==> src/rtl/uart_packet_controller_if.sv <==
// Byte-stream input, register-write port and packet status of the UART packet controller.
interface uart_packet_controller_if;
  logic       rx_valid;
  logic [7:0] rx_data;
  logic       reg_write;
  logic [7:0] reg_address;
  logic [7:0] reg_data;
  logic       reg_ready;
  logic       busy;
  logic       packet_done;
  logic       packet_error;
  logic [1:0] error_code;

  modport master (
    input  rx_valid, rx_data, reg_ready,
    output reg_write, reg_address, reg_data, busy, packet_done, packet_error, error_code
  );

  modport slave (
    output rx_valid, rx_data, reg_ready,
    input  reg_write, reg_address, reg_data, busy, packet_done, packet_error, error_code
  );
endinterface

==> src/rtl/uart_packet_controller.sv <==
// Frames SYNC/ADDRESS/LENGTH/payload packets from a UART byte stream into register writes.
// Define UART_PACKET_CHECKSUM_EN for buffered mode with a trailing XOR checksum byte.
module uart_packet_controller #(
  parameter logic [7:0]  SYNC_BYTE      = 8'hA5,
  parameter int unsigned MAX_LENGTH     = 16,
  parameter int unsigned TIMEOUT_CLOCKS = 100000
) (
  input logic                      clock,
  input logic                      reset,
  uart_packet_controller_if.master bus
);
  localparam int unsigned  TW      = (TIMEOUT_CLOCKS > 2) ? $clog2(TIMEOUT_CLOCKS) : 1;
  localparam logic [TW-1:0] RELOAD = (TIMEOUT_CLOCKS == 0) ? '0 : TW'(TIMEOUT_CLOCKS - 1);
  localparam logic [7:0]   MAX_LEN = 8'(MAX_LENGTH);
  localparam logic [1:0]   ERR_TIMEOUT = 2'd1;
  localparam logic [1:0]   ERR_LENGTH  = 2'd2;
  localparam logic [1:0]   ERR_DATA    = 2'd3;

  typedef enum logic [2:0] {IDLE, ADDRESS, LENGTH, DATA, CHECK, FLUSH} state_t;

  state_t        state_q, state_d;
  logic [7:0]    addr_q, addr_d, len_q, len_d, idx_q, idx_d;
  logic [TW-1:0] timer_q, timer_d;
  logic          write_q, write_d;
  logic [7:0]    waddr_q, waddr_d, wdata_q, wdata_d;
  logic          busy_q, busy_d, done_q, done_d, err_q, err_d;
  logic [1:0]    code_q, code_d;
  logic          expired, handshake;

`ifdef UART_PACKET_CHECKSUM_EN
  localparam int unsigned BW = (MAX_LENGTH > 1) ? $clog2(MAX_LENGTH) : 1;
  logic [7:0] buffer_q [MAX_LENGTH];
  logic [7:0] csum_q, csum_d;
  logic       buf_we;
`endif

  assign expired   = (TIMEOUT_CLOCKS != 0) && (timer_q == '0);
  assign handshake = write_q && bus.reg_ready;

  // Next-state, write-port and status decode.
  always_comb begin
    state_d = state_q;
    addr_d  = addr_q;
    len_d   = len_q;
    idx_d   = idx_q;
    timer_d = (timer_q != '0) ? timer_q - TW'(1) : timer_q;
    write_d = write_q && !bus.reg_ready;
    waddr_d = waddr_q;
    wdata_d = wdata_q;
    done_d  = 1'b0;
    err_d   = 1'b0;
    code_d  = code_q;
`ifdef UART_PACKET_CHECKSUM_EN
    csum_d  = csum_q;
    buf_we  = 1'b0;
`endif
    case (state_q)
      IDLE: begin
        if (bus.rx_valid && (bus.rx_data == SYNC_BYTE)) begin
          state_d = ADDRESS;
          timer_d = RELOAD;
        end
      end
      ADDRESS: begin
        if (bus.rx_valid) begin
          addr_d  = bus.rx_data;
          timer_d = RELOAD;
          state_d = LENGTH;
`ifdef UART_PACKET_CHECKSUM_EN
          csum_d  = bus.rx_data;
`endif
        end else if (expired) begin
          state_d = IDLE; err_d = 1'b1; code_d = ERR_TIMEOUT;
        end
      end
      LENGTH: begin
        if (bus.rx_valid) begin
          if ((bus.rx_data == 8'd0) || (bus.rx_data > MAX_LEN)) begin
            state_d = IDLE; err_d = 1'b1; code_d = ERR_LENGTH;
          end else begin
            len_d   = bus.rx_data;
            idx_d   = 8'd0;
            timer_d = RELOAD;
            state_d = DATA;
`ifdef UART_PACKET_CHECKSUM_EN
            csum_d  = csum_q ^ bus.rx_data;
`endif
          end
        end else if (expired) begin
          state_d = IDLE; err_d = 1'b1; code_d = ERR_TIMEOUT;
        end
      end
`ifdef UART_PACKET_CHECKSUM_EN
      DATA: begin
        if (bus.rx_valid) begin
          buf_we  = 1'b1;
          csum_d  = csum_q ^ bus.rx_data;
          idx_d   = idx_q + 8'd1;
          timer_d = RELOAD;
          if (idx_q == len_q - 8'd1) state_d = CHECK;
        end else if (expired) begin
          state_d = IDLE; err_d = 1'b1; code_d = ERR_TIMEOUT;
        end
      end
      CHECK: begin
        if (bus.rx_valid) begin
          if (bus.rx_data == csum_q) begin
            state_d = FLUSH;
            write_d = 1'b1;
            waddr_d = addr_q;
            wdata_d = buffer_q[0];
            idx_d   = 8'd1;
          end else begin
            state_d = IDLE; err_d = 1'b1; code_d = ERR_DATA;
          end
        end else if (expired) begin
          state_d = IDLE; err_d = 1'b1; code_d = ERR_TIMEOUT;
        end
      end
      FLUSH: begin
        // One write per clock while reg_ready stays high; incoming bytes are dropped.
        if (handshake) begin
          if (idx_q == len_q) begin
            state_d = IDLE;
            done_d  = 1'b1;
          end else begin
            write_d = 1'b1;
            waddr_d = addr_q + idx_q;
            wdata_d = buffer_q[idx_q[BW-1:0]];
            idx_d   = idx_q + 8'd1;
          end
        end
      end
`else
      DATA: begin
        // idx_q == len_q means every byte arrived and only the last write is outstanding.
        if (bus.rx_valid && (idx_q != len_q)) begin
          timer_d = RELOAD;
          if (write_q && !bus.reg_ready) begin
            state_d = IDLE; err_d = 1'b1; code_d = ERR_DATA; write_d = 1'b0;
          end else begin
            write_d = 1'b1;
            waddr_d = addr_q + idx_q;
            wdata_d = bus.rx_data;
            idx_d   = idx_q + 8'd1;
          end
        end else if ((idx_q == len_q) && handshake) begin
          state_d = IDLE;
          done_d  = 1'b1;
        end else if (expired) begin
          state_d = IDLE; err_d = 1'b1; code_d = ERR_TIMEOUT; write_d = 1'b0;
        end
      end
`endif
      default: state_d = IDLE;
    endcase
    busy_d = (state_d != IDLE);
  end

  // State and registered outputs.
  always_ff @(posedge clock) begin
    if (reset) begin
      state_q <= IDLE;
      addr_q  <= '0;
      len_q   <= '0;
      idx_q   <= '0;
      timer_q <= '0;
      write_q <= 1'b0;
      waddr_q <= '0;
      wdata_q <= '0;
      busy_q  <= 1'b0;
      done_q  <= 1'b0;
      err_q   <= 1'b0;
      code_q  <= '0;
`ifdef UART_PACKET_CHECKSUM_EN
      csum_q  <= '0;
`endif
    end else begin
      state_q <= state_d;
      addr_q  <= addr_d;
      len_q   <= len_d;
      idx_q   <= idx_d;
      timer_q <= timer_d;
      write_q <= write_d;
      waddr_q <= waddr_d;
      wdata_q <= wdata_d;
      busy_q  <= busy_d;
      done_q  <= done_d;
      err_q   <= err_d;
      code_q  <= code_d;
`ifdef UART_PACKET_CHECKSUM_EN
      csum_q  <= csum_d;
`endif
    end
  end

`ifdef UART_PACKET_CHECKSUM_EN
  // Payload storage; contents are only read after being written in the same packet.
  always_ff @(posedge clock) begin
    if (buf_we) buffer_q[idx_q[BW-1:0]] <= bus.rx_data;
  end
`endif

  assign bus.reg_write    = write_q;
  assign bus.reg_address  = waddr_q;
  assign bus.reg_data     = wdata_q;
  assign bus.busy         = busy_q;
  assign bus.packet_done  = done_q;
  assign bus.packet_error = err_q;
  assign bus.error_code   = code_q;
endmodule

==> src/flat_wrapper.sv <==
// flat-port wrapper written by rule: the top's interface ports become plain ports
module uart_packet_controller_flat 
#(
  parameter logic [7:0]  SYNC_BYTE      = 8'hA5,
  parameter int unsigned MAX_LENGTH     = 16,
  parameter int unsigned TIMEOUT_CLOCKS = 100000
)
  (clock, reset, bus_rx_valid, bus_rx_data, bus_reg_ready, bus_reg_write, bus_reg_address, bus_reg_data, bus_busy, bus_packet_done, bus_packet_error, bus_error_code);
  uart_packet_controller_if bus_i ();
  input logic clock;
  input logic reset;
  input wire logic [$bits(bus_i.rx_valid)-1:0] bus_rx_valid;
  input wire logic [$bits(bus_i.rx_data)-1:0] bus_rx_data;
  input wire logic [$bits(bus_i.reg_ready)-1:0] bus_reg_ready;
  output wire logic [$bits(bus_i.reg_write)-1:0] bus_reg_write;
  output wire logic [$bits(bus_i.reg_address)-1:0] bus_reg_address;
  output wire logic [$bits(bus_i.reg_data)-1:0] bus_reg_data;
  output wire logic [$bits(bus_i.busy)-1:0] bus_busy;
  output wire logic [$bits(bus_i.packet_done)-1:0] bus_packet_done;
  output wire logic [$bits(bus_i.packet_error)-1:0] bus_packet_error;
  output wire logic [$bits(bus_i.error_code)-1:0] bus_error_code;
  assign bus_i.rx_valid = bus_rx_valid;
  assign bus_i.rx_data = bus_rx_data;
  assign bus_i.reg_ready = bus_reg_ready;
  assign bus_reg_write = bus_i.reg_write;
  assign bus_reg_address = bus_i.reg_address;
  assign bus_reg_data = bus_i.reg_data;
  assign bus_busy = bus_i.busy;
  assign bus_packet_done = bus_i.packet_done;
  assign bus_packet_error = bus_i.packet_error;
  assign bus_error_code = bus_i.error_code;
  uart_packet_controller #(.SYNC_BYTE(SYNC_BYTE), .MAX_LENGTH(MAX_LENGTH), .TIMEOUT_CLOCKS(TIMEOUT_CLOCKS)) u_core (.clock(clock), .reset(reset), .bus(bus_i));
endmodule
==> config.mk <==
export PLATFORM = sky130hd
export DESIGN_NAME = uart_packet_controller_flat
export DESIGN_NICKNAME = d
export VERILOG_FILES = /design/src/rtl/uart_packet_controller_if.sv /design/src/rtl/uart_packet_controller.sv /design/src/flat_wrapper.sv
export SDC_FILE = /design/constraint.sdc
export NUM_CORES = 1
export LEC_CHECK = 0
export CAP_MARGIN = 20
export CORE_ASPECT_RATIO = 1.75
export CORE_MARGIN = 1.5
export CORE_UTILIZATION = 60
export DETAILED_ROUTE_END_ITERATION = 12
export PLACE_DENSITY = 0.84
export SLEW_MARGIN = 20
export SYNTH_ARGS = -nofsm -noshare
export SYNTH_HDL_FRONTEND = slang
export SYNTH_SLANG_ARGS = --single-unit
export TNS_END_PERCENT = 1
==> constraint.sdc <==
create_clock -name clock -period 4.15 [get_ports clock]
set_clock_uncertainty 0.1 [all_clocks]
set_input_delay 0.6225 -clock clock [delete_from_list [all_inputs] [get_ports clock]]
set_output_delay 0.6225 -clock clock [all_outputs]
set_load 0.1 [all_outputs]
==> summary.txt <==
Final layout
  • Nets: 434
  • Fraction of layout cells with a size suffix above 1: 0.07933
  • Area delta synth->final: 18.59%
  • N_diodes: 0

Critical path
  • Critical path type: reg -> reg
  • CP startpoint kind: flip-flop
  • Worst path cell trace: xor2_1 > nor4_2 > a21oi_1 > o211ai_1 > nand2b_1 > nor2_1
  • Worst EP required: 4.34 ns
  • Crit end category: flip-flop
  • Maximum fanout along the worst path: 11
  • Worst path slowest cell: o211ai_1
  • Max stage delay on crit path: 0.74 ns
  • Critical path arrival: 3.11 ns

Timing
  • Final worst slack: 1.227 ns
  • Setup-failing EPs final: 0
  • Unrepaired setup endpoints after global routing: no
  • Max Fclk: 0.3421 GHz
  • Final Hold Vio Count: 0
  • Period utilization: 0.7045
  • Final Critical Period: 2.924 ns
  • Max-slew violations: 0
  • Fin Hold WS: 0.3533 ns
  • Worst-Margin Slew: 0.9925 ns
  • Sum Neg Setup Slack: 0 ns
  • Slew HR: 0.3363

Routing
  • WL final: 7.639 mm
  • Antenna Nets Post-Route: 0
  • # DRC: 2
  • Number of DRC markers in iteration 0: 120
  • Drt via density: 5.977
  • First-pass detailed-route iteration total: 8
  • DR WL/cell: 16.22 microns
  • DR vias: 2815

Floorplan
  • Core area: 5211 sq um
  • I/O pins: 34
  • Starting density of the core: 0.6149
  • Die ar.: 5805 sq um
  • Cell Rows: 35
  • Die width: 58.24 microns
  • Die Y-Extent: 99.68 microns

Place
  • Buffers on Ports: 33
  • Final HPWL DP: 5.584 mm
  • RD Place Congestion: 0.8765
  • Setup WS pre-CTS: 0.9922 ns

Clock network
  • TritonCTS Buffers: 9
  • CTS root buf: clkbuf_8
  • Buffer count from post-CTS setup fixing: 0
  • CTS Sinks: 66
  • CTS tree: yes
  • Reg clk slew, reported paths: 0.08 ns
  • Hold buffer count at CTS: 0
  • # resized after CTS: 0
  • Total number of H-tree levels: 3
  • Clock Latency Late Sink: 0.36 ns
  • Bufs on Longest Clock Path: 2

Synth
  • Syn Inst Count: 379
  • Cell Area, Synth: 3204 sq um
  • Avg Cell Area, Syn: 8.455 sq um
  • Number of synthesized flops with an enable pin: 0
  • Synth Register Bits: 66
  • Synth unique cells: 48
  • Synthesized Nets: 402
  • Synth Flop Type: dfxtp_1
  • Post-synth ARST share: 0
  • YS warnings: 0
  • Seq/Total Area, Yosys: 0.4123

Run status
  • Failing checks: design-rule violations
  • Status: finished, violations left

GRT
  • First-pass GRT wire length: 12.54 mm
  • Gr usage total: 0.2889
  • Antenna violations before repair: 0
  • Vias in the first global route: 2764
  • GRT Residual Overflow: 0
  • Largest net degree at the start of global routing: 25

Power and ir drop
  • Largest vdd supply drop: 289.2 uV
  • Power Density: 511.2 nW/um^2
  • Tot Pwr: 1.943 mW
  • Pleak: 1.433 nW

Min path
  • Min-delay worst type: reg -> reg

Run
  • Max-Cap Viols: 0
flip-flops by register name, summed over array words and instances (netlist names), 2 cells and up:
signal / count
u_core.bus.error_code: 2
u_core.len_q: 8
u_core.timer_q: 17
u_core.bus.reg_data: 8
u_core.state_q: 3
u_core.bus.reg_address: 8
u_core.idx_q: 8
u_core.addr_q: 8
cells by family (layout without fill, tap and decap cells):
group / Yosys count / count (layout) / share of synthesized area
and+or+nand+nor: 161 / 161 / 0.2604
DFF: 66 / 66 / 0.4123
adders and majority gates: 11 / 11 / 0.04530
other: 1 / 1 / 0.001170
buffers and inverters: 22 / 59 / 0.02577
xor gates and xnor gates: 31 / 31 / 0.08473
muxes: 7 / 7 / 0.02187
AOI/OAI and AO/OA: 80 / 80 / 0.1484
cell usage in the layout, fill, tap and decap left out, types with 4 or more instances in the layout:
cell,count
nand3_1,13
ha_1,10
xor2_1,23
o21ai_0,10
nor4_1,5
dfxtp_1,66
nand4_1,5
nor2_1,38
mux2i_1,7
nand2_1,54
a211oi_1,4
and2_1,7
or3_1,4
xnor2_1,8
clkbuf_8,9
inv_1,7
nor3_1,5
clkdlybuf4s50_1,33
a21oi_1,48
and3_1,4
cells in the mapped netlist (8+ instances only):
library cell | number | area [sq um]
a21oi_1 | 49 | 245.2
clkbuf_1 | 15 | 56.30
dfxtp_1 | 66 | 1321
ha_1 | 10 | 125.1
nand2_1 | 54 | 202.7
nand3_1 | 13 | 65.06
nor2_1 | 38 | 142.6
o21ai_0 | 10 | 50.05
xnor2_1 | 8 | 70.07
xor2_1 | 23 | 201.4
worst max-delay path, delay by kind of cell (launching register included):
family | cells | cell delay (ns)
compound gates | 2 | 0.97
xor+xnor | 1 | 0.14
flops | 1 | 0.51
simple gates | 3 | 1.12
through the flow:
stage                 util  area, sq um  instances
floorplan                -         3204        379
global placement    0.6857         3573        455
detailed placement  0.6857         3573        455
CTS                 0.7292         3800        471
global route        0.7292         3800        471
finish              0.7292         3800        471
layer usage:
| metal | vias to the layer above | global-route usage | routed length (microns) |
|---|---|---|---|
| met4 | 0 | 0.1807 | 425 |
| met1 | 1325 | 0.2876 | 2756 |
| met5 | - | 0 | 0 |
| met3 | 32 | 0.07022 | 314 |
| li1 | 1378 | - | - |
| met2 | 80 | 0.5166 | 4142 |
cell type report:
cell class                      count  area (sq um)
Fill cell                         399          1411
Inverter                            7         26.28
Multi-Input combinational cell    291          1804
Sequential cell                    66          1321
Tap cell                           55         68.82
Clock inverter                      7         102.6
Timing Repair Buffer               36         352.8
Clock buffer                        9         123.9
final timing paths:
kind / to / slack [ns] / cells after the start / startpoint
max: u_core.timer_q[14] / 1.23 / 6 / u_core.idx_q[0]
min: u_core.bus.reg_address[6] / 0.35 / 2 / u_core.bus.reg_address[6]
max reg2reg: u_core.timer_q[14] / 1.23 / 6 / u_core.idx_q[0]
min reg2reg: u_core.bus.reg_address[6] / 0.35 / 2 / u_core.bus.reg_address[6]
report_power, final:
group	switching (mW)	internal, mW	leakage, nW	total, mW
Clock	0.267	0.343	0.110	0.609
Combinational	0.299	0.245	0.788	0.544
Sequential	0.0786	0.711	0.535	0.790
Power figures use the tool's default switching activity.
